==> src/rtl/dsp_alu_arbiter.sv <==
// dsp_alu_arbiter
// Round-robin front end that shares one pipelined DSP ALU among four requesters.
// A requester is granted combinationally. Its operands are registered into the DSP
// issue port, and a tag pipeline of latency+1 stages carries the requester id and
// the reserved-opcode flag down to the response stage. There the DSP result is
// captured and steered back to the requester that issued it.
module dsp_alu_arbiter #(
    parameter int width   = 32,
    parameter int latency = 2
) (
    input  logic                  clock,
    input  logic                  reset,
    input  logic [3:0]            req_valid,
    output logic [3:0]            req_ready,
    input  logic [7:0]            req_op,
    input  logic [4*width-1:0]    req_a,
    input  logic [4*width-1:0]    req_b,
    output logic                  dsp_valid,
    output logic [1:0]            dsp_op,
    output logic [width-1:0]      dsp_a,
    output logic [width-1:0]      dsp_b,
    input  logic [width-1:0]      dsp_y,
    output logic [3:0]            rsp_valid,
    output logic [width-1:0]      rsp_y,
    output logic                  rsp_err,
    output logic [2:0]            inflight
);

    typedef struct packed {
        logic       valid;
        logic [1:0] id;
        logic       err;
    } tag_t;

    localparam tag_t TAG_IDLE = '{valid: 1'b0, id: 2'd0, err: 1'b0};

    logic [1:0]       ptr_r;
    tag_t             tag_r [0:latency];

    logic             found_s;
    logic [1:0]       gidx_s;
    logic [1:0]       cand_s;
    logic             transfer_s;
    logic [1:0]       sel_op_s;
    logic [width-1:0] sel_a_s;
    logic [width-1:0] sel_b_s;
    logic             err_s;
    logic [1:0]       issue_op_s;
    logic             resp_s;

    // Round-robin search: first valid requester starting at ptr_r, wrapping mod 4.
    always_comb begin
        found_s = 1'b0;
        gidx_s  = 2'd0;
        cand_s  = 2'd0;
        for (int off = 0; off < 4; off++) begin
            cand_s = ptr_r + 2'(off);
            if (!found_s && req_valid[cand_s]) begin
                found_s = 1'b1;
                gidx_s  = cand_s;
            end else begin
                found_s = found_s;
            end
        end
    end

    // Grant is one-hot on the winner and suppressed while reset is asserted.
    always_comb begin
        transfer_s = found_s & ~reset;
        if (transfer_s) begin
            req_ready = 4'b0001 << gidx_s;
        end else begin
            req_ready = 4'b0000;
        end
    end

    // Select the winning requester's opcode and operands.
    always_comb begin
        case (gidx_s)
            2'd0: begin
                sel_op_s = req_op[1:0];
                sel_a_s  = req_a[0*width +: width];
                sel_b_s  = req_b[0*width +: width];
            end
            2'd1: begin
                sel_op_s = req_op[3:2];
                sel_a_s  = req_a[1*width +: width];
                sel_b_s  = req_b[1*width +: width];
            end
            2'd2: begin
                sel_op_s = req_op[5:4];
                sel_a_s  = req_a[2*width +: width];
                sel_b_s  = req_b[2*width +: width];
            end
            2'd3: begin
                sel_op_s = req_op[7:6];
                sel_a_s  = req_a[3*width +: width];
                sel_b_s  = req_b[3*width +: width];
            end
            default: begin
                sel_op_s = 2'b00;
                sel_a_s  = {width{1'b0}};
                sel_b_s  = {width{1'b0}};
            end
        endcase
    end

    // The reserved opcode is flagged and replaced by a harmless add toward the DSP.
    always_comb begin
        err_s      = (sel_op_s == 2'b11);
        issue_op_s = err_s ? 2'b00 : sel_op_s;
        resp_s     = tag_r[latency].valid;
    end

    // Issue register and round-robin pointer; operands hold between issues.
    always_ff @(posedge clock or posedge reset) begin
        if (reset) begin
            ptr_r     <= 2'd0;
            dsp_valid <= 1'b0;
            dsp_op    <= 2'b00;
            dsp_a     <= {width{1'b0}};
            dsp_b     <= {width{1'b0}};
        end else if (transfer_s) begin
            ptr_r     <= gidx_s + 2'd1;
            dsp_valid <= 1'b1;
            dsp_op    <= issue_op_s;
            dsp_a     <= sel_a_s;
            dsp_b     <= sel_b_s;
        end else begin
            dsp_valid <= 1'b0;
        end
    end

    // Tag pipeline tracking each issue until its DSP result is due.
    always_ff @(posedge clock or posedge reset) begin
        if (reset) begin
            for (int j = 0; j <= latency; j++) begin
                tag_r[j] <= TAG_IDLE;
            end
        end else begin
            tag_r[0] <= '{valid: transfer_s, id: gidx_s, err: transfer_s & err_s};
            for (int j = 1; j <= latency; j++) begin
                tag_r[j] <= tag_r[j-1];
            end
        end
    end

    // Response register: capture the DSP result and steer it to the owning requester.
    always_ff @(posedge clock or posedge reset) begin
        if (reset) begin
            rsp_valid <= 4'b0000;
            rsp_y     <= {width{1'b0}};
            rsp_err   <= 1'b0;
        end else if (resp_s) begin
            rsp_valid <= 4'b0001 << tag_r[latency].id;
            rsp_y     <= tag_r[latency].err ? {width{1'b0}} : dsp_y;
            rsp_err   <= tag_r[latency].err;
        end else begin
            rsp_valid <= 4'b0000;
            rsp_err   <= 1'b0;
        end
    end

    // Outstanding-request counter: up on accept, down on response, hold on both/neither.
    always_ff @(posedge clock or posedge reset) begin
        if (reset) begin
            inflight <= 3'd0;
        end else begin
            case ({transfer_s, resp_s})
                2'b10:   inflight <= inflight + 3'd1;
                2'b01:   inflight <= inflight - 3'd1;
                default: inflight <= inflight;
            endcase
        end
    end

endmodule
==> config.mk <==
export PLATFORM = sky130hd
export DESIGN_NAME = dsp_alu_arbiter
export DESIGN_NICKNAME = d
export VERILOG_FILES = /design/src/rtl/dsp_alu_arbiter.sv
export SDC_FILE = /design/constraint.sdc
export NUM_CORES = 1
export LEC_CHECK = 0
export CAP_MARGIN = 5
export CORE_AREA = 2 2 160 162
export DETAILED_ROUTE_END_ITERATION = 7
export DIE_AREA = 0 0 162 164
export PLACE_DENSITY = 0.68
export SYNTH_ARGS = -nofsm -noshare
export SYNTH_HDL_FRONTEND = slang
export SYNTH_SLANG_ARGS = --single-unit
==> constraint.sdc <==
create_clock -name clock -period 5 [get_ports clock]
set_input_delay 1 -clock clock [delete_from_list [all_inputs] [get_ports clock]]
set_output_delay 1 -clock clock [all_outputs]
set_load 0.1 [all_outputs]
Word level (Yosys, flattened, before mapping)
Cells that the tools add are included.
{ "totals": {"latchBits": 0, "n_memories": 0, "reg_bits": 121, "rom_bits": 0, "ramBits": 0, "in_bits": 302} }
{ "op_classes": {"n_eq_ne": 6, "n_shift": 2, "n_mux": 26, "n_addsub": 6, "reduce_logical": 8, "n_bitwise": 3, "n_mul": 0, "order_cmp": 4, "n_div": 0} }
{ "op_table": {"columns": ["op", "count"], "rows": [
  ["32-bit one-hot mux with 4 select lines", 2],
  ["32-bit 2-to-1 mux", 1],
  ["2-bit by 3-bit < comparator with 1-bit output (second input constant)", 4],
  ["1-bit 2-to-1 mux", 10],
  ["2-bit 2-to-1 mux", 5],
  ["1-bit binary-select mux with 2-bit select", 4],
  ["2-bit equality test (second input constant)", 4],
  ["4-bit 2-to-1 mux", 2],
  ["2-bit one-hot mux with 4 select lines", 1],
  ["1-bit by 2-bit << shifter with 4-bit output (first input constant)", 2],
  ["3-bit one-hot mux with 2 select lines", 1],
  ["2-bit by 1-bit adder with 2-bit output (second input constant)", 2],
  ["2-bit adder (second input constant)", 2],
  ["2-bit by 1-bit equality test with 1-bit output (second input constant)", 2],
  ["3-bit by 1-bit adder with 3-bit output (second input constant)", 1],
  ["1-bit logical AND", 3],
  ["1-bit zero test", 3],
  ["3-bit by 1-bit subtractor with 3-bit output (second input constant)", 1],
  ["1-bit bitwise AND", 2],
  ["2-bit zero test", 1],
  ["2-bit nonzero test", 1],
  ["1-bit NOT", 1]
]} }

Logic depth before layout (Yosys ltp)
{ "depth": {"depth_word": 16, "ltp_mapped": 10, "ltp_nobuf": 7} }

Worst setup path after synthesis
Ideal clock, no wire load.
{ "synth_timing": {"path_type": "input to output", "start": "input req_valid[2]", "end": "output req_ready[2]", "setup_slack_ns": 0.938, "arrival_time_ns": 3.062, "cell_stages": 8, "path_cell_list": "nor4_4 > buf_2 > a21oi_1 > nand3_1 > ha_1 > buf_2 > buf_2 > and2_1"} }
{ "synth_between": {"elab_chain_cells": 14} }
{ "synth_rtl": {"columns": ["item", "line", "text"], "rows": [
  ["from (decl)", "13", "input logic [3:0] req_valid,"],
  ["1-bit binary-select mux with 2-bit select", "58", "if (!found_s && req_valid[cand_s]) begin"],
  ["1-bit 2-to-1 mux (not written as such)", "58", null],
  ["1-bit 2-to-1 mux", "58", null],
  ["1-bit zero test", "58", null],
  ["1-bit logical AND", "58", null],
  ["1-bit 2-to-1 mux", "58", null],
  ["1-bit zero test", "58", null],
  ["1-bit logical AND", "58", null],
  ["1-bit 2-to-1 mux", "58", null],
  ["1-bit zero test", "58", null],
  ["1-bit logical AND", "58", null],
  ["2-bit 2-to-1 mux / 1-bit 2-to-1 mux (equally long branches)", "58", null],
  ["1-bit by 2-bit << shifter with 4-bit output / 1-bit bitwise AND (equally long branches)", "71, 69", null],
  ["4-bit 2-to-1 mux *", "70", "if (transfer_s) begin"],
  ["to (decl)", "14", "output logic [3:0] req_ready,"]
]} }
Every way passes the cells marked *; elsewhere a longest branch is shown, timed or not. The select of a mux whose other input is x is not followed.

Worst setup path after layout
Same ends and word-level chain as after synthesis.

==> results.rst <==
.. list-table::
   :header-rows: 1

   * - Metric
     - Value
   * - Result of the run
     - finished clean
   * - Syn-to-layout area delta
     - 79.4%
   * - Setup TNS
     - 0 ns
   * - Die span in y
     - 164 um
   * - Remaining antenna violation count
     - 0
   * - Final worst-path cycle share
     - 0.789
   * - Clock buffer count from CTS
     - 17
   * - Worst slew margin
     - 0.274
   * - Switching share of power
     - 0.532
   * - Worst-path clk slew
     - 0.05 ns
   * - Worst-Skew Late Latency
     - 0.41 ns
   * - Root buffer cell
     - sky130_fd_sc_hd__clkbuf_16
   * - Transition time at the pin with the least slew margin
     - 1.09 ns
   * - Commonest cells after routing, fill and taps aside
     - sky130_fd_sc_hd__clkdlybuf4s50_1, sky130_fd_sc_hd__o21ai_0, sky130_fd_sc_hd__dfrtp_1
   * - Detailed-route vias per instance
     - 4.92
   * - Kind of path behind the tightest hold check
     - flop to flop
   * - Count of endpoints failing hold in the final timing report
     - 0
   * - Final Core Density
     - 0.461
   * - Crit Path Category
     - input port to output pin
   * - Netlist cell types
     - 40
   * - Number of global-route vias before repair
     - 6872
   * - CORE AREA
     - 24800 um^2
   * - GR Overflow Total
     - 0
   * - Horizontal die dimension
     - 162 um
   * - Synth Instances
     - 654
   * - Hold-fix buffers, CTS
     - 0
   * - Ys Warns
     - 0
   * - Comb power frac
     - 0.619
   * - Number of endpoints failing setup at the final stage
     - 0
   * - Count of boundary I/O pins
     - 413
   * - Detailed-routing iteration count for the pre-antenna-repair pass
     - 7
   * - Unrepaired setup endpoints after global routing
     - false
   * - DR vias
     - 6814
   * - Fraction of final layout cells sized beyond drive strength 1
     - 0.120
   * - Max-cap check violation count
     - 0
   * - Share of the yosys chip area belonging to registers
     - 0.471
   * - Floorplan die area
     - 26600 um^2
   * - Net count of the mapped netlist
     - 963
   * - Most common cell after layout, fill and taps aside
     - sky130_fd_sc_hd__clkdlybuf4s50_1
   * - Global-route wire length before repair
     - 39.9 mm
   * - Design internal power
     - 3.40 mW
   * - Routed wire per std cell
     - 19.6 um
   * - CTS Sinks
     - 120
   * - Timing-limited maximum frequency
     - 254 MHz
   * - DR iter-0 viols
     - 677
   * - Final clock skew
     - 0.0131 ns
   * - PostCTS Resize Cnt
     - 0
   * - Antenna violations before repair
     - 3
   * - Crit Path Max Fanout
     - 15
   * - TritonCTS clock tree
     - done
   * - Max-slew violations
     - 0
   * - Kind of end point of the critical path
     - output pin
   * - # nets final
     - 1349
   * - Starting density of the core
     - 0.257
   * - Number of core rows
     - 58
   * - RePlAce Congestion
     - 0.809
   * - Synthesized flop and latch total
     - 120
   * - CTS HTree Levels
     - 4
   * - Max Root-Sink Buffers
     - 2
   * - Total standard cell area after synthesis
     - 6370 um^2
   * - Power per standard cell area
     - 636 nW/um^2
   * - Critical path data arrival time
     - 2.94 ns
   * - Post-Synthesis Mean Instance Area
     - 9.74 um^2
   * - Required time reported for the critical path endpoint
     - 4.00 ns
   * - NetSw
     - 3.87 mW
   * - IO Port Bufs
     - 412
   * - Detailed-route wire length
     - 27.2 mm
   * - Number of DRC violations after detailed routing
     - 0
   * - Static leakage
     - 4.74 nW
   * - HPWL after detailed placement
     - 19.1 mm
   * - Maximum number of pins on one net before global-route repair
     - 96
   * - Seq pwr share
     - 0.204
   * - VDD IR max
     - 0.424 mV
   * - GRT Util Overall
     - 0.198
   * - Buffers inserted during post-CTS setup optimization
     - 0
   * - Clock share of power
     - 0.176
   * - Shortest period the worst path allows
     - 3.94 ns
   * - Startpoint type of the worst setup path
     - input port
[area by class of cell]
cell class                      count  area, um^2
Multi-Input combinational cell    375        2750
Tap cell                          330         413
Timing Repair Buffer              425        4280
Inverter                          101         384
Clock buffer                       18         429
Sequential cell                   120        3000
Fill cell                        2398       13400
Antenna cell                        3        7.51
Clock inverter                     14         175
[sequential cells by signal, summed over array words and instances (netlist names), 2 cells and up]
register	cells
tag_r	10
ptr_r	2
rsp_y	32
dsp_op	2
rsp_valid	4
dsp_b	32
dsp_a	32
inflight	3
[kinds of logic (layout without fill, tap and decap cells)]
group                    Yosys count  after routing  synth area share
AO/OA/AOI/OAI                    245            245             0.249
XOR/XNOR                           3              3           0.00412
adder cells (fa/ha/maj)            7              7            0.0149
buffers and inverters            159            558             0.101
flip-flops                       120            120             0.471
multiplexers                      67             67             0.119
other                              0              3                 0
AND/OR/NAND/NOR                   53             53            0.0404
[stage by stage]
| step | cells | instance area, um^2 | hold WS [ns] | power [mW] | setup WS (ns) |
|---|---|---|---|---|---|
| after CTS | 1382 | 11400 | 0.349 | 7.33 | 1.05 |
| after global placement | 1350 | 10800 | 0.334 | 5.98 | 0.997 |
| after floorplan | 654 | 6370 | 0.331 | 4.73 | 0.456 |
| final | 1386 | 11400 | 0.343 | 7.27 | 1.06 |
| after detailed placement | 1350 | 10800 | 0.335 | 6.01 | 0.893 |
| after global routing | 1386 | 11400 | 0.353 | 7.58 | 0.948 |
[worst paths after layout]
check                                  start            to  slack [ns]  cells past startpoint
worst min register to register      tag_r[6]      tag_r[2]        0.34                      0
max in group asynchronous              reset      rsp_y[9]        3.35                      3
worst max-delay path            req_valid[2]  req_ready[2]        1.06                      8
worst min-delay path                tag_r[6]      tag_r[2]        0.34                      0
worst max register to register      ptr_r[1]     dsp_b[25]        1.95                      8
min in group asynchronous              reset      tag_r[8]        0.87                      2
[cells in the mapped netlist]
library cell,number,share of area
sky130_fd_sc_hd__a211oi_1,1,0.0012
sky130_fd_sc_hd__clkbuf_1,29,0.017
sky130_fd_sc_hd__or2_1,1,0.00098
sky130_fd_sc_hd__a21o_1,1,0.0012
sky130_fd_sc_hd__nand2b_1,1,0.00098
sky130_fd_sc_hd__nor2_1,3,0.0018
sky130_fd_sc_hd__mux2_4,1,0.0024
sky130_fd_sc_hd__nand3_1,1,0.00078
sky130_fd_sc_hd__clkbuf_2,5,0.0039
sky130_fd_sc_hd__buf_6,2,0.0035
sky130_fd_sc_hd__nor3b_1,1,0.0012
sky130_fd_sc_hd__nand2_1,35,0.021
sky130_fd_sc_hd__a21oi_1,5,0.0039
sky130_fd_sc_hd__fa_1,1,0.0031
sky130_fd_sc_hd__xor2_1,1,0.0014
sky130_fd_sc_hd__a222oi_1,64,0.10
sky130_fd_sc_hd__and3b_1,1,0.0014
sky130_fd_sc_hd__mux2_2,66,0.12
sky130_fd_sc_hd__nor4_4,1,0.0033
sky130_fd_sc_hd__buf_2,19,0.015
sky130_fd_sc_hd__and2_1,5,0.0049
sky130_fd_sc_hd__xnor2_1,2,0.0027
sky130_fd_sc_hd__ha_1,6,0.012
sky130_fd_sc_hd__a22o_1,2,0.0027
sky130_fd_sc_hd__o22a_1,1,0.0014
sky130_fd_sc_hd__buf_4,1,0.0012
sky130_fd_sc_hd__o21a_1,1,0.0012
sky130_fd_sc_hd__inv_1,100,0.059
sky130_fd_sc_hd__inv_2,1,0.00059
sky130_fd_sc_hd__o31ai_1,2,0.0024
sky130_fd_sc_hd__o22ai_1,2,0.0020
sky130_fd_sc_hd__a22oi_1,4,0.0047
sky130_fd_sc_hd__dfrtp_1,120,0.47
sky130_fd_sc_hd__and3_1,2,0.0020
sky130_fd_sc_hd__o21ai_1,9,0.0071
sky130_fd_sc_hd__a32oi_1,1,0.0014
sky130_fd_sc_hd__nor3_2,1,0.0016
sky130_fd_sc_hd__buf_1,2,0.0012
sky130_fd_sc_hd__nor2b_1,1,0.00098
sky130_fd_sc_hd__o21ai_0,152,0.12
[worst max-delay path, stage by stage]
cell and delay, ns:
sky130_fd_sc_hd__clkdlybuf4s50_1 0.51, sky130_fd_sc_hd__nor4_4 0.32, sky130_fd_sc_hd__buf_4 0.24, sky130_fd_sc_hd__a21oi_1 0.07
sky130_fd_sc_hd__nand3_1 0.19, sky130_fd_sc_hd__ha_2 0.23, sky130_fd_sc_hd__and2_1 0.18, sky130_fd_sc_hd__buf_12 0.19
[per-layer routing]
layer	wire length, um	track usage	vias to the layer above
met4	612	0.0813	0
met3	2430	0.0601	28
li1	-	-	3136
met5	0	0	-
met1	10800	0.235	3280
met2	13400	0.336	370
[power by group through the flow]
stage	combinational [mW]	clock (mW)	sequential (mW)
after CTS	4.52	1.32	1.49
final	4.50	1.28	1.49
after detailed placement	4.51	0	1.50
after global placement	4.50	0	1.49
after global routing	4.69	1.36	1.53
after floorplan	1.08	0	3.64
Power figures use the tool's default switching activity.
